### config.mk
export PLATFORM = sky130hd
export DESIGN_NAME = pipe_fetch_unit
export DESIGN_NICKNAME = d
export VERILOG_FILES = /design/src/rtl/mips_pipe_pkg.sv /design/src/rtl/pipe_npc_mux.sv /design/src/rtl/pipe_fetch_unit.sv
export SDC_FILE = /design/constraint.sdc
export NUM_CORES = 1
export LEC_CHECK = 0
export BUFFER_PORTS_ARGS = -buffer_cell sky130_fd_sc_hd__buf_4
export CORE_ASPECT_RATIO = 0.75
export CORE_MARGIN = 2
export CORE_UTILIZATION = 54
export CTS_BUF_LIST = sky130_fd_sc_hd__clkbuf_2
export CTS_CLUSTER_SIZE = 14
export DETAILED_ROUTE_END_ITERATION = 10
export PLACE_DENSITY = 0.88
export SETUP_SLACK_MARGIN = 0.5
export SYNTH_ARGS = -nofsm -noshare
export SYNTH_HDL_FRONTEND = slang
export SYNTH_SLANG_ARGS = --single-unit
### constraint.sdc
create_clock -name clock -period 4.22 [get_ports clock]
set_input_delay 0 -clock clock [delete_from_list [all_inputs] [get_ports clock]]
set_output_delay 0 -clock clock [all_outputs]
set_load 0.005 [all_outputs]
### src/rtl/mips_pipe_pkg.sv
// Shared definitions for the MIPS pipeline front end: next-PC select codes,
// the bubble instruction and the fetch FSM states.
package mips_pipe_pkg;

   localparam logic [1:0] PCS_SEQ = 2'b00;
   localparam logic [1:0] PCS_BR  = 2'b01;
   localparam logic [1:0] PCS_JR  = 2'b10;
   localparam logic [1:0] PCS_J   = 2'b11;

   // sll $0,$0,0
   localparam logic [31:0] NOP_INST = 32'h0000_0000;

   typedef enum logic [1:0] {
      S_IDLE  = 2'b00,
      S_FETCH = 2'b01,
      S_HOLD  = 2'b10
   } fetch_state_e;

   function automatic logic [31:0] word_align(input logic [31:0] addr);
      return {addr[31:2], 2'b00};
   endfunction

endpackage

### src/rtl/pipe_npc_mux.sv
// Next-PC selection: 4:1 control-transfer target select plus the
// same-cycle redirect > pending redirect > sequential priority.
module pipe_npc_mux
   import mips_pipe_pkg::*;
(
   input  logic [1:0]  pcsource,
   input  logic        redirect_en,
   input  logic [31:0] pc4,
   input  logic [31:0] bpc,
   input  logic [31:0] da,
   input  logic [31:0] jpc,
   input  logic        redirect_pending,
   input  logic [31:0] redirect_target,
   output logic        redirect_now,
   output logic [31:0] target,
   output logic [31:0] next_pc
);

   always_comb begin
      target = pc4;
      unique case (pcsource)
         PCS_SEQ: target = pc4;
         PCS_BR:  target = bpc;
         PCS_JR:  target = da;
         PCS_J:   target = jpc;
         default: target = pc4;
      endcase
   end

   assign redirect_now = redirect_en && (pcsource != PCS_SEQ);

   always_comb begin
      next_pc = pc4;
      if (redirect_now)
         next_pc = target;
      else if (redirect_pending)
         next_pc = redirect_target;
   end

endmodule

### src/rtl/pipe_fetch_unit.sv
// Instruction-fetch stage: owns the PC, fetches over a req/ready handshake and
// feeds the IF/ID register, with one-delay-slot branch/jump/jr redirects.
module pipe_fetch_unit #(
   parameter logic [31:0] RESET_PC = 32'h0000_0000,
   parameter logic [31:0] NOP_INST = mips_pipe_pkg::NOP_INST
) (
   input  logic        clock,
   input  logic        resetn,
   input  logic        wpcir,
   input  logic [1:0]  pcsource,
   input  logic [31:0] bpc,
   input  logic [31:0] da,
   input  logic [31:0] jpc,
   output logic        imem_req,
   output logic [31:0] imem_addr,
   input  logic        imem_ready,
   input  logic [31:0] imem_rdata,
   output logic [31:0] pc,
   output logic [31:0] pc4,
   output logic [31:0] ins,
   output logic        ins_valid,
   output logic [1:0]  fetch_state
);

   import mips_pipe_pkg::*;

   // Handshake: imem_req and imem_addr are held stable from the cycle the
   // request is raised until imem_ready is seen high at a rising edge; a
   // transfer happens exactly on cycles with imem_req && imem_ready, and
   // imem_rdata is only looked at on those cycles.

   fetch_state_e state, state_nxt;
   logic [31:0]  ibuf;
   logic         redirect_pending;
   logic [31:0]  redirect_target;
   logic         mem_done;
   logic         consume;
   logic         redirect_now;
   logic [31:0]  sel_target;
   logic [31:0]  next_pc;

   assign pc4         = pc + 32'd4;
   assign imem_addr   = word_align(pc);
   assign fetch_state = state;

   assign mem_done = (state == S_FETCH) && imem_ready;
   // The instruction in IF leaves for ID only when decode accepts it.
   assign consume  = wpcir && (mem_done || (state == S_HOLD));

   pipe_npc_mux u_npc_mux (
      .pcsource         (pcsource),
      .redirect_en      (wpcir),
      .pc4              (pc4),
      .bpc              (bpc),
      .da               (da),
      .jpc              (jpc),
      .redirect_pending (redirect_pending),
      .redirect_target  (redirect_target),
      .redirect_now     (redirect_now),
      .target           (sel_target),
      .next_pc          (next_pc)
   );

   always_comb begin
      state_nxt = state;
      unique case (state)
         S_IDLE:  state_nxt = S_FETCH;
         S_FETCH: if (imem_ready && !wpcir) state_nxt = S_HOLD;
         S_HOLD:  if (wpcir) state_nxt = S_FETCH;
         default: state_nxt = S_IDLE;
      endcase
   end

   always_comb begin
      imem_req  = 1'b0;
      ins       = NOP_INST;
      ins_valid = 1'b0;
      unique case (state)
         S_IDLE: ;
         S_FETCH: begin
            imem_req = 1'b1;
            if (imem_ready) begin
               ins       = imem_rdata;
               ins_valid = 1'b1;
            end
         end
         S_HOLD: begin
            ins       = ibuf;
            ins_valid = 1'b1;
         end
         default: ;
      endcase
   end

   always_ff @(posedge clock or negedge resetn) begin
      if (!resetn)
         state <= S_IDLE;
      else
         state <= state_nxt;
   end

   always_ff @(posedge clock or negedge resetn) begin
      if (!resetn) begin
         pc               <= RESET_PC;
         ibuf             <= 32'h0;
         redirect_pending <= 1'b0;
         redirect_target  <= 32'h0;
      end else begin
         if (consume) begin
            pc               <= next_pc;
            redirect_pending <= 1'b0;
         end else if (redirect_now) begin
            // Delay slot still in IF: remember where to go after it.
            redirect_target  <= sel_target;
            redirect_pending <= 1'b1;
         end
         if (mem_done && !wpcir)
            ibuf <= imem_rdata;
      end
   end

endmodule

After elaboration in Yosys (flattened, before gate mapping) --
Cells that the tools add are included. Widths: inputs -> output; s select.
Cells by class: $add $sub $neg 1, multipliers 0, div/mod/pow operators 0, order comparisons 0, equal/unequal tests 7, shift-type cells 0, mux-type cells 13, bitwise logic cells 1, reduce and logical (&&, ||, !) cells 13
Operators by type and width (number):
- $pmux 32 s4 | 1
- $mux 32 | 3
- $pmux 32 s2 | 1
- $add 32x3->32 const B | 1
- $eq 2x2->1 const B | 3
- $pmux 2 s3 | 1
- $logic_and 1x1->1 | 5
- $eq 2x1->1 const B | 2
- $logic_not 2->1 | 2
- $mux 1 | 4
- $mux 2 | 2
- $reduce_and 2->1 | 2
- $reduce_bool 2->1 | 2
- $ne 2x1->1 const B | 1
- $ne 2x2->1 const B | 1
- $pmux 1 s2 | 1
- $logic_not 1->1 | 1
- $logic_or 1x1->1 | 1
- $not 1->1 | 1
Storage, ports and cells: flip-flop bits (word level) 99, latch bits 0, RAM bits 0, ROM bits 0, input bits 134, output and inout port bits 132, logic and storage cells 40, memories 0

Longest topological paths before layout --
Gate-level depths: netlist of run 1.
depth after elaboration 6, mapped depth 10, gate-level depth less buffers 7

Hierarchy --
A second synthesis of run 1 with hierarchy kept.
Second synthesis, totals: cells, all modules 721, area total of the unflattened synthesis 7280.7 µm²
Modules (own cells, without submodules):
- pipe_fetch_unit | times used 1, cells an instance 418, area each 5139.9 µm², seq. area each 2477.4 µm²
- pipe_npc_mux | times used 1, cells an instance 303, area each 2140.8 µm², seq. area each 0.0 µm²

Worst setup path before layout of run 1 --
OpenSTA, ideal clock, no wires.
kind register to register, start point register state[1] (netlist: fetch_state[1]), end point register pc[30], setup time 0.132 ns, arrival time 1.967 ns, data required time 4.088 ns, setup slack 2.121 ns, cell stages (with the launch flop) 11, buffers on the path 3, period minus slack after synthesis 2.099 ns, cells stage by stage dfrtp_1 inv_1 ha_1 and2_1 clkbuf_1 o21ai_0 clkbuf_1 clkbuf_1 a21oi_1 a21oi_1 o211ai_1
On the way: cells in the longest elaborated chain, start to end 4, elaborated cells on any way between the ends 5, classes of those cells eq/ne (2); reduce/logical (3)
RTL lines:
- start, declared | RTL line pipe_fetch_unit.sv:32 | fetch_state_e state, state_nxt;
- start signal, assigned | RTL line pipe_fetch_unit.sv:99 | state <= state_nxt;
- $eq 2x1->1 | RTL line pipe_fetch_unit.sv:46 | assign mem_done = (state == S_FETCH) && imem_ready;
- $logic_and 1x1->1 | RTL line pipe_fetch_unit.sv:46
- $logic_or 1x1->1 (*) | RTL line pipe_fetch_unit.sv:48 | assign consume = wpcir && (mem_done || (state == S_HOLD));
- $logic_and 1x1->1 (*) | RTL line pipe_fetch_unit.sv:48
- end signal, assigned | RTL line pipe_fetch_unit.sv:110 | pc <= next_pc;
- end, declared | RTL line pipe_fetch_unit.sv:18 | output logic [31:0] pc,
Every way passes the cells marked *; elsewhere a longest branch is shown, timed or not. A chain may end at the register's enable or synchronous reset.

Worst setup path in the final report of run 1 --
start point register state[0] (netlist: fetch_state[0]), end point register redirect_target[29]
On the way: cells in the longest elaborated chain, start to end 6, elaborated cells on any way between the ends 7, classes of those cells eq/ne (2); bitwise (1); reduce/logical (4)
RTL lines:
- $eq 2x1->1 | RTL line pipe_fetch_unit.sv:46
- $logic_and 1x1->1 | RTL line pipe_fetch_unit.sv:46
- $logic_or 1x1->1 (*) | RTL line pipe_fetch_unit.sv:48
- $logic_and 1x1->1 (*) | RTL line pipe_fetch_unit.sv:48
- $not 1->1 (no line) (*)
- $reduce_and 2->1 (no line) (*)
- end signal, assigned | RTL line pipe_fetch_unit.sv:114 | redirect_target <= sel_target;
- end, declared | RTL line pipe_fetch_unit.sv:35 | logic [31:0] redirect_target;
Marked as above.

==> reports/results.ini, run 1 <==
[critical_path]
worstSetupEndpointType = flip-flop
slowest_delay_ns = 0.71
crit_buf_inv = 2
critPathKind = flip-flop to flip-flop
worstPathArrival_ns = 3.92
cp_slowest_cell = nand2_2
crit_fanout = 55
cp_top_family = compound AO/OA/AOI/OAI gates
cp-start-kind = flip-flop
cp.required_ns = 4.78
cp_cell_sequence = inv_1 -> ha_1 -> a21oi_1 -> nand2_2 -> o31ai_1 -> dlygate4sd3_1

[routing]
wl_per_cell_um = 21.7
ant_nets = 0
drt_iter0_drc = 1026
via_count = 7485
dr.pass1.iters = 9
drc = 0
wl_um = 25600
vias_per_cell = 6.35

[outcome]
violations = negative hold slack
status = finished with violations

[synth]
synth_edf_count = 0
syn-instance-count = 707
postSynthAreaPerCell_um2 = 9.16
synth_area_leaders = dfrtp_1 38%, mux2_2 8.5%, mux2i_1 4.8%
synth_common_cells = 99 x dfrtp_1, 64 x nand2_1, 49 x mux2_2
yosysWarnings = 0
yosysTopAreaCell = dfrtp_1
ys.flop_type = dfrtp_1
synthArstFlopShare_pct = 100
yosysSeqAreaShare_pct = 38.2
ys_ff_latch = 99
syn_area_um2 = 6480
synth_top_area_share_pct = 38.2
synth_cell_type_count = 55
yosysMostFrequentCell = dfrtp_1

[power]
p_comb_share_pct = 54.0
power.density_nw_per_um2 = 561
p_leak_nw = 4.29
p_switching_w = 0.00226
p_clk_share_pct = 9.2
internal-power_w = 0.00304
p_sw_share_pct = 42.6
peakVddDrop_uv = 278
p_seq_share_pct = 36.7

[sta]
whs_ns = -0.0159
hold_viol_final = 16
slew_headroom_pct = 27.8
slew_violations = 0
tightest_slew_ns = 1.08
period_needed_ns = 3.35
setup_viol = 0
fin_skew_ns = 0.0488
finalCritPeriodShare_pct = 79.5
setup-tns-final_ns = 0
rsz0062_at_grt = false
max_freq_ghz = 0.298

[hold_path]
hold_class = input pin to asynchronous set/reset pin

[floorplanning]
floorplan.die.height_um = 98.9
fp-row-count = 34
core_um2 = 11700
initial_core_util_pct = 55.6
pin_count = 266
die-area_um2 = 12900
die_w_um = 130

[global_route]
antenna_found_initial = 1
grt_pass1_vias = 7291
grt_pass1_wl_um = 39000
grt_max_degree = 68
overflow = 0
grt_usage_pct = 39.1

[finish]
final_nets = 1149
drive_gt1_share_pct = 34.1
syn2layout_area_growth_pct = 45.8

[clocking]
htree_levels = 3
path_clk_slew_ns = 0.31
clockRootBuffer = clkbuf_2
clockBufferDepth = 2
clkSinkCount = 99
cts_made_buffers = 9
cts_tree = built
cts.repair.resized = 0
clk_latency_ns = 0.64

[place]
dp_hpwl_um = 15100
gp_congestion = 0.881
port_buffers = 263

[flow_run]
cap_violations = 0

## sequential cells by signal (all words and copies together), names as in the netlist
register and flops:
redirect_pending 1, ibuf 32, redirect_target 32, fetch_state 2, pc 32
## path summary, 6_finish.rpt
check | end | start | slack [ns] | cells after the start
max | redirect_target[29]$_DFFE_PN0P_ | fetch_state[0]$_DFFE_PN0P_ | 0.87 | 6
min | pc[19]$_DFFE_PN0P_ | resetn | -0.02 | 2
max reg2reg | redirect_target[29]$_DFFE_PN0P_ | fetch_state[0]$_DFFE_PN0P_ | 0.87 | 6
min reg2reg | redirect_target[4]$_DFFE_PN0P_ | redirect_target[4]$_DFFE_PN0P_ | 0.53 | 2
max in group asynchronous | redirect_target[22]$_DFFE_PN0P_ | resetn | 3.23 | 3
min in group clock | pc[4]$_DFFE_PN0P_ | bpc[4] | 0.01 | 6
## kinds of logic (layout without fill, tap and decap cells)
kind of cell / Yosys count / after routing / share of synthesized area, %
other cells: 1 / 3 / 0.0579
fa+ha+maj: 5 / 5 / 0.966
mux: 80 / 80 / 13.3
simple gates: 205 / 205 / 16.6
buf+inv: 95 / 402 / 7.74
flops: 99 / 99 / 38.2
compound gates: 195 / 195 / 19.5
xor+xnor: 27 / 27 / 3.65
## timing repair
action | CTS | global route
endpoints found under the hold margin | 159 | 0
hold buffers | 106 | 0
buffers inserted | 0 | 0
## cell type report
type,count,area [µm²]
Clock inverter,6,65.1
Timing Repair Buffer,378,3100
Tap cell,162,203
Multi-Input combinational cell,514,3510
Antenna cell,1,2.50
Sequential cell,99,2480
Fill cell,684,2210
Inverter,8,30.0
Clock buffer,10,50.0
## cells in the final DEF (no fill, tap or decap), types with 3 or more instances in the layout
cell / n
nor2b_1: 42
a21oi_1: 44
nand2_1: 63
a31oi_1: 10
mux2_2: 49
o221ai_1: 8
nor4_1: 5
clkbuf_2: 10
buf_4: 272
o21a_1: 3
ha_1: 5
inv_1: 8
nor3_1: 5
dlygate4sd3_1: 106
xor2_1: 9
a211oi_1: 3
o31ai_1: 5
o2bb2ai_1: 3
o21ai_1: 3
o22a_1: 6
a2bb2oi_1: 7
a22oi_1: 41
nand3_1: 16
and3_1: 7
nand4_1: 12
xnor2_1: 18
nor2_1: 29
nand2b_1: 3
and4_1: 5
and2_1: 4
mux2i_1: 31
dfrtp_1: 99
o21ai_0: 45
## metal layers
layer / GRT usage [%] / share of wire (%)
met1: 48.4 / 36
met3: 11.1 / 12
met5: 0 / 0
met4: 18.7 / 5.0
met2: 63.3 / 48
## stage by stage
step	total power (W)	util, %	setup slack [ns]	std cells	area (µm²)
3_3_place_gp	0.00444	70.9	1.53	1055	8260
6_report	0.00530	81.0	0.866	1178	9440
4_1_cts	0.00509	81.0	1.06	1177	9440
3_5_place_dp	0.00454	70.9	1.44	1055	8260
2_1_floorplan	0.00336	-	2.12	708	6480
5_1_grt	0.00556	81.0	0.663	1178	9440
## power groups by stage
stage	clock, W	combinational [W]	sequential [W]
2_1_floorplan	0	0.00162	0.00175
3_3_place_gp	0	0.00255	0.00189
3_5_place_dp	0	0.00262	0.00192
4_1_cts	0.000477	0.00272	0.00189
5_1_grt	0.000513	0.00306	0.00199
6_report	0.000490	0.00286	0.00195
Note: power is estimated with default switching activity, not from simulation.
==> inputs of run 2 (changes only) <==
--- a/config.mk
+++ b/config.mk
@@ -8,11 +8,11 @@
 export BUFFER_PORTS_ARGS = -buffer_cell sky130_fd_sc_hd__buf_4
 export CORE_ASPECT_RATIO = 0.75
 export CORE_MARGIN = 2
-export CORE_UTILIZATION = 54
+export CORE_UTILIZATION = 50
 export CTS_BUF_LIST = sky130_fd_sc_hd__clkbuf_2
 export CTS_CLUSTER_SIZE = 14
 export DETAILED_ROUTE_END_ITERATION = 10
-export PLACE_DENSITY = 0.88
+export PLACE_DENSITY = 0.83
 export SETUP_SLACK_MARGIN = 0.5
 export SYNTH_ARGS = -nofsm -noshare
 export SYNTH_HDL_FRONTEND = slang
==> constraint.sdc (replaced) <==
create_clock -name clock -period 3.45 [get_ports clock]
set_input_delay 0 -clock clock [delete_from_list [all_inputs] [get_ports clock]]
set_output_delay 0 -clock clock [all_outputs]
set_load 0.005 [all_outputs]
==> run 2 against run 1 <==
Final area up 1.2%. Global-route usage shrank 6.2 points. Utilization fell by 4.4 points. Critical path type is now flip-flop to output port. Clock skew fell by 0.019 ns. Flip-flop and latch count unchanged. Clock power rose by 13%. The flow now finishes without violations. Die area grew 7.7%. Power grew 20%.
==> reports/results.ini, run 2 (synthesis gave the netlist of run 1 again) <==
[sta]
finalCritPeriodShare_pct = 79.9
tightest_slew_ns = 0.902  ; -0.174 ns
setup_viol = 0  ; unchanged
slew_headroom_pct = 39.9  ; +12 points
period_needed_ns = 2.76
setup-tns-final_ns = 0  ; unchanged
fin_skew_ns = 0.0294  ; -0.0194 ns
hold_viol_final = 0  ; -16
rsz0062_at_grt = true
max_freq_ghz = 0.363
slew_violations = 0  ; unchanged

[critical_path]
worstSetupEndpointType = output port
worst-r2r-setup-slack_ns = 0.73  ; -0.14 ns
cp_cell_sequence = ha_1 -> and4_1 -> nand2_1 -> nor3_1 -> xor2_1 -> buf_4
cp-start-kind = flip-flop
worstPathArrival_ns = 2.76  ; -1.16 ns
cp.required_ns = 3.45  ; -1.33 ns
crit_fanout = 8  ; -85%
critPathKind = flip-flop to output port
cp_top_family = simple AND/OR/NAND/NOR gates
cp_slowest_cell = dfrtp_1
crit_buf_inv = 1  ; -1
slowest_delay_ns = 0.56  ; -0.15 ns

[finish]
layout_common_cells = 279 x buf_4, 110 x dlygate4sd3_1, 99 x dfrtp_1
instances_no_fill = 1194  ; +1.4%
final_nets = 1161  ; +1.0%
drive_gt1_share_pct = 34.7  ; +0.58 points
finish.utilization_pct = 76.6  ; -4.4 points
final_common_cell = buf_4
reg.largest.list = ibuf: 32 flops, pc: 32 flops, redirect_target: 32 flops
syn2layout_area_growth_pct = 47.5

[power]
peakVddDrop_uv = 348  ; +25%
p_leak_nw = 4.35  ; +1.3%
p_comb_share_pct = 53.9  ; about the same
p_switching_w = 0.00267  ; +18%
p_clk_share_pct = 8.7  ; -0.5 points
power.density_nw_per_um2 = 664  ; +18%
p_seq_share_pct = 37.4  ; +0.7 points
internal-power_w = 0.00368  ; +21%
p_sw_share_pct = 42.0  ; -0.58 points

[clocking]
post_cts_buffers = 0  ; unchanged
cts_made_buffers = 9  ; unchanged
cts_tree = built
clk_latency_ns = 0.60  ; -0.04 ns
clockRootBuffer = clkbuf_2
htree_levels = 3  ; unchanged
clockBufferDepth = 2  ; unchanged
clkSinkCount = 99  ; unchanged
path_clk_slew_ns = 0.29  ; -0.02 ns

[floorplanning]
fp-row-count = 35  ; +2.9%
die_w_um = 135  ; +3.8%
floorplan.die.height_um = 103  ; +3.8%
die-area_um2 = 13900  ; +7.7%
core_um2 = 12500  ; +7.1%
pin_count = 266  ; unchanged
initial_core_util_pct = 51.9  ; -3.7 points

[routing]
drc = 0  ; unchanged
drt_iter0_drc = 800  ; -22%
wl_um = 23100  ; -9.8%
via_count = 7091  ; -5.3%
ant_nets = 0  ; unchanged
wl_per_cell_um = 19.3  ; -11%
vias_per_cell = 5.94  ; -6.5%
dr.pass1.iters = 7  ; -2

[global_route]
grt_usage_pct = 32.9  ; -6.2 points
grt_pass1_wl_um = 36000  ; -7.7%
grt_max_degree = 50  ; -26%
antenna_found_initial = 0  ; -1
grt_pass1_vias = 6903  ; -5.3%
overflow = 0  ; unchanged

[place]
port_buffers = 263  ; unchanged
gp_congestion = 0.919  ; +4.2%
dp_hpwl_um = 15200  ; +1.2%
placedCellCount = 1066  ; +1.0%

[hold_path]
hold_class = input pin to flip-flop

[outcome]
status = finished clean

[flow_run]
cap_violations = 0  ; unchanged

run 2: what timing repair did:
item | in CTS | in global routing
endpoints found under the setup margin | 0 | 2
resized for setup | 0 | 2
endpoints found under the hold margin | 196 | 0
hold buffers | 111 | 0
run 2: cell type report:
class                      count  area [µm²]
multi-input combinational    514        3520
antenna                        1        2.50
timing repair buffer         390        3220
clock buffer                   9        45.0
inverter                       8        30.0
clock inverter                 7        61.3
fill                         834        2920
tap                          166         208
sequential                    99        2480
run 2: power by group through the flow:
stage | Sequential (W) | Clock, W | Combinational [W]
floorplan | 0.00213 | 0 | 0.00198
global placement | 0.00233 | 0 | 0.00313
detailed placement | 0.00236 | 0 | 0.00319
CTS | 0.00233 | 0.000569 | 0.00333
global route | 0.00244 | 0.000614 | 0.00369
finish | 0.00237 | 0.000554 | 0.00342
run 2: final timing paths:
kind | startpoint | cells past startpoint | end
setup / recovery | pc[2]$_DFFE_PN0P_ | 6 | pc4[24]
hold / removal | jpc[23] | 5 | pc[23]$_DFFE_PN0P_
setup reg to reg | fetch_state[0]$_DFFE_PN0P_ | 7 | redirect_target[29]$_DFFE_PN0P_
hold reg to reg | redirect_target[10]$_DFFE_PN0P_ | 2 | redirect_target[10]$_DFFE_PN0P_
max in group asynchronous | resetn | 4 | pc[26]$_DFFE_PN0P_
min in group asynchronous | resetn | 4 | redirect_target[30]$_DFFE_PN0P_
run 2: metrics by stage:
| stage | setup slack, ns | power [W] | area (µm²) | hold slack, ns |
|---|---|---|---|---|
| after floorplan | 1.35 | 0.00412 | 6480 | -0.296 |
| after global placement | 1.17 | 0.00545 | 8320 | -0.0314 |
| after detailed placement | 1.01 | 0.00555 | 8320 | -0.0291 |
| after CTS | 0.616 | 0.00623 | 9550 | 0.000118 |
| after global routing | 0.499 | 0.00674 | 9560 | 0.0272 |
| final | 0.694 | 0.00635 | 9560 | 0.0583 |
run 2: metal layers:
metal	part of all wire [%]	routed length, µm	up-vias	GRT usage, %
met4	2.6	604	0	11.6
met3	11	2490	61	7.92
met1	39	9000	3364	43.3
met2	48	11000	501	53.9
li1	-	-	3165	-
met5	0	0	-	0
run 2: worst register-to-register path, cell delays in order, from the launching register on:
cell and delay, ns:
dfrtp_1 0.46, inv_1 0.09, ha_1 0.22, buf_4 0.20
a21oi_1 0.43, nand2_4 0.36, o31ai_1 0.33, dlygate4sd3_1 0.59
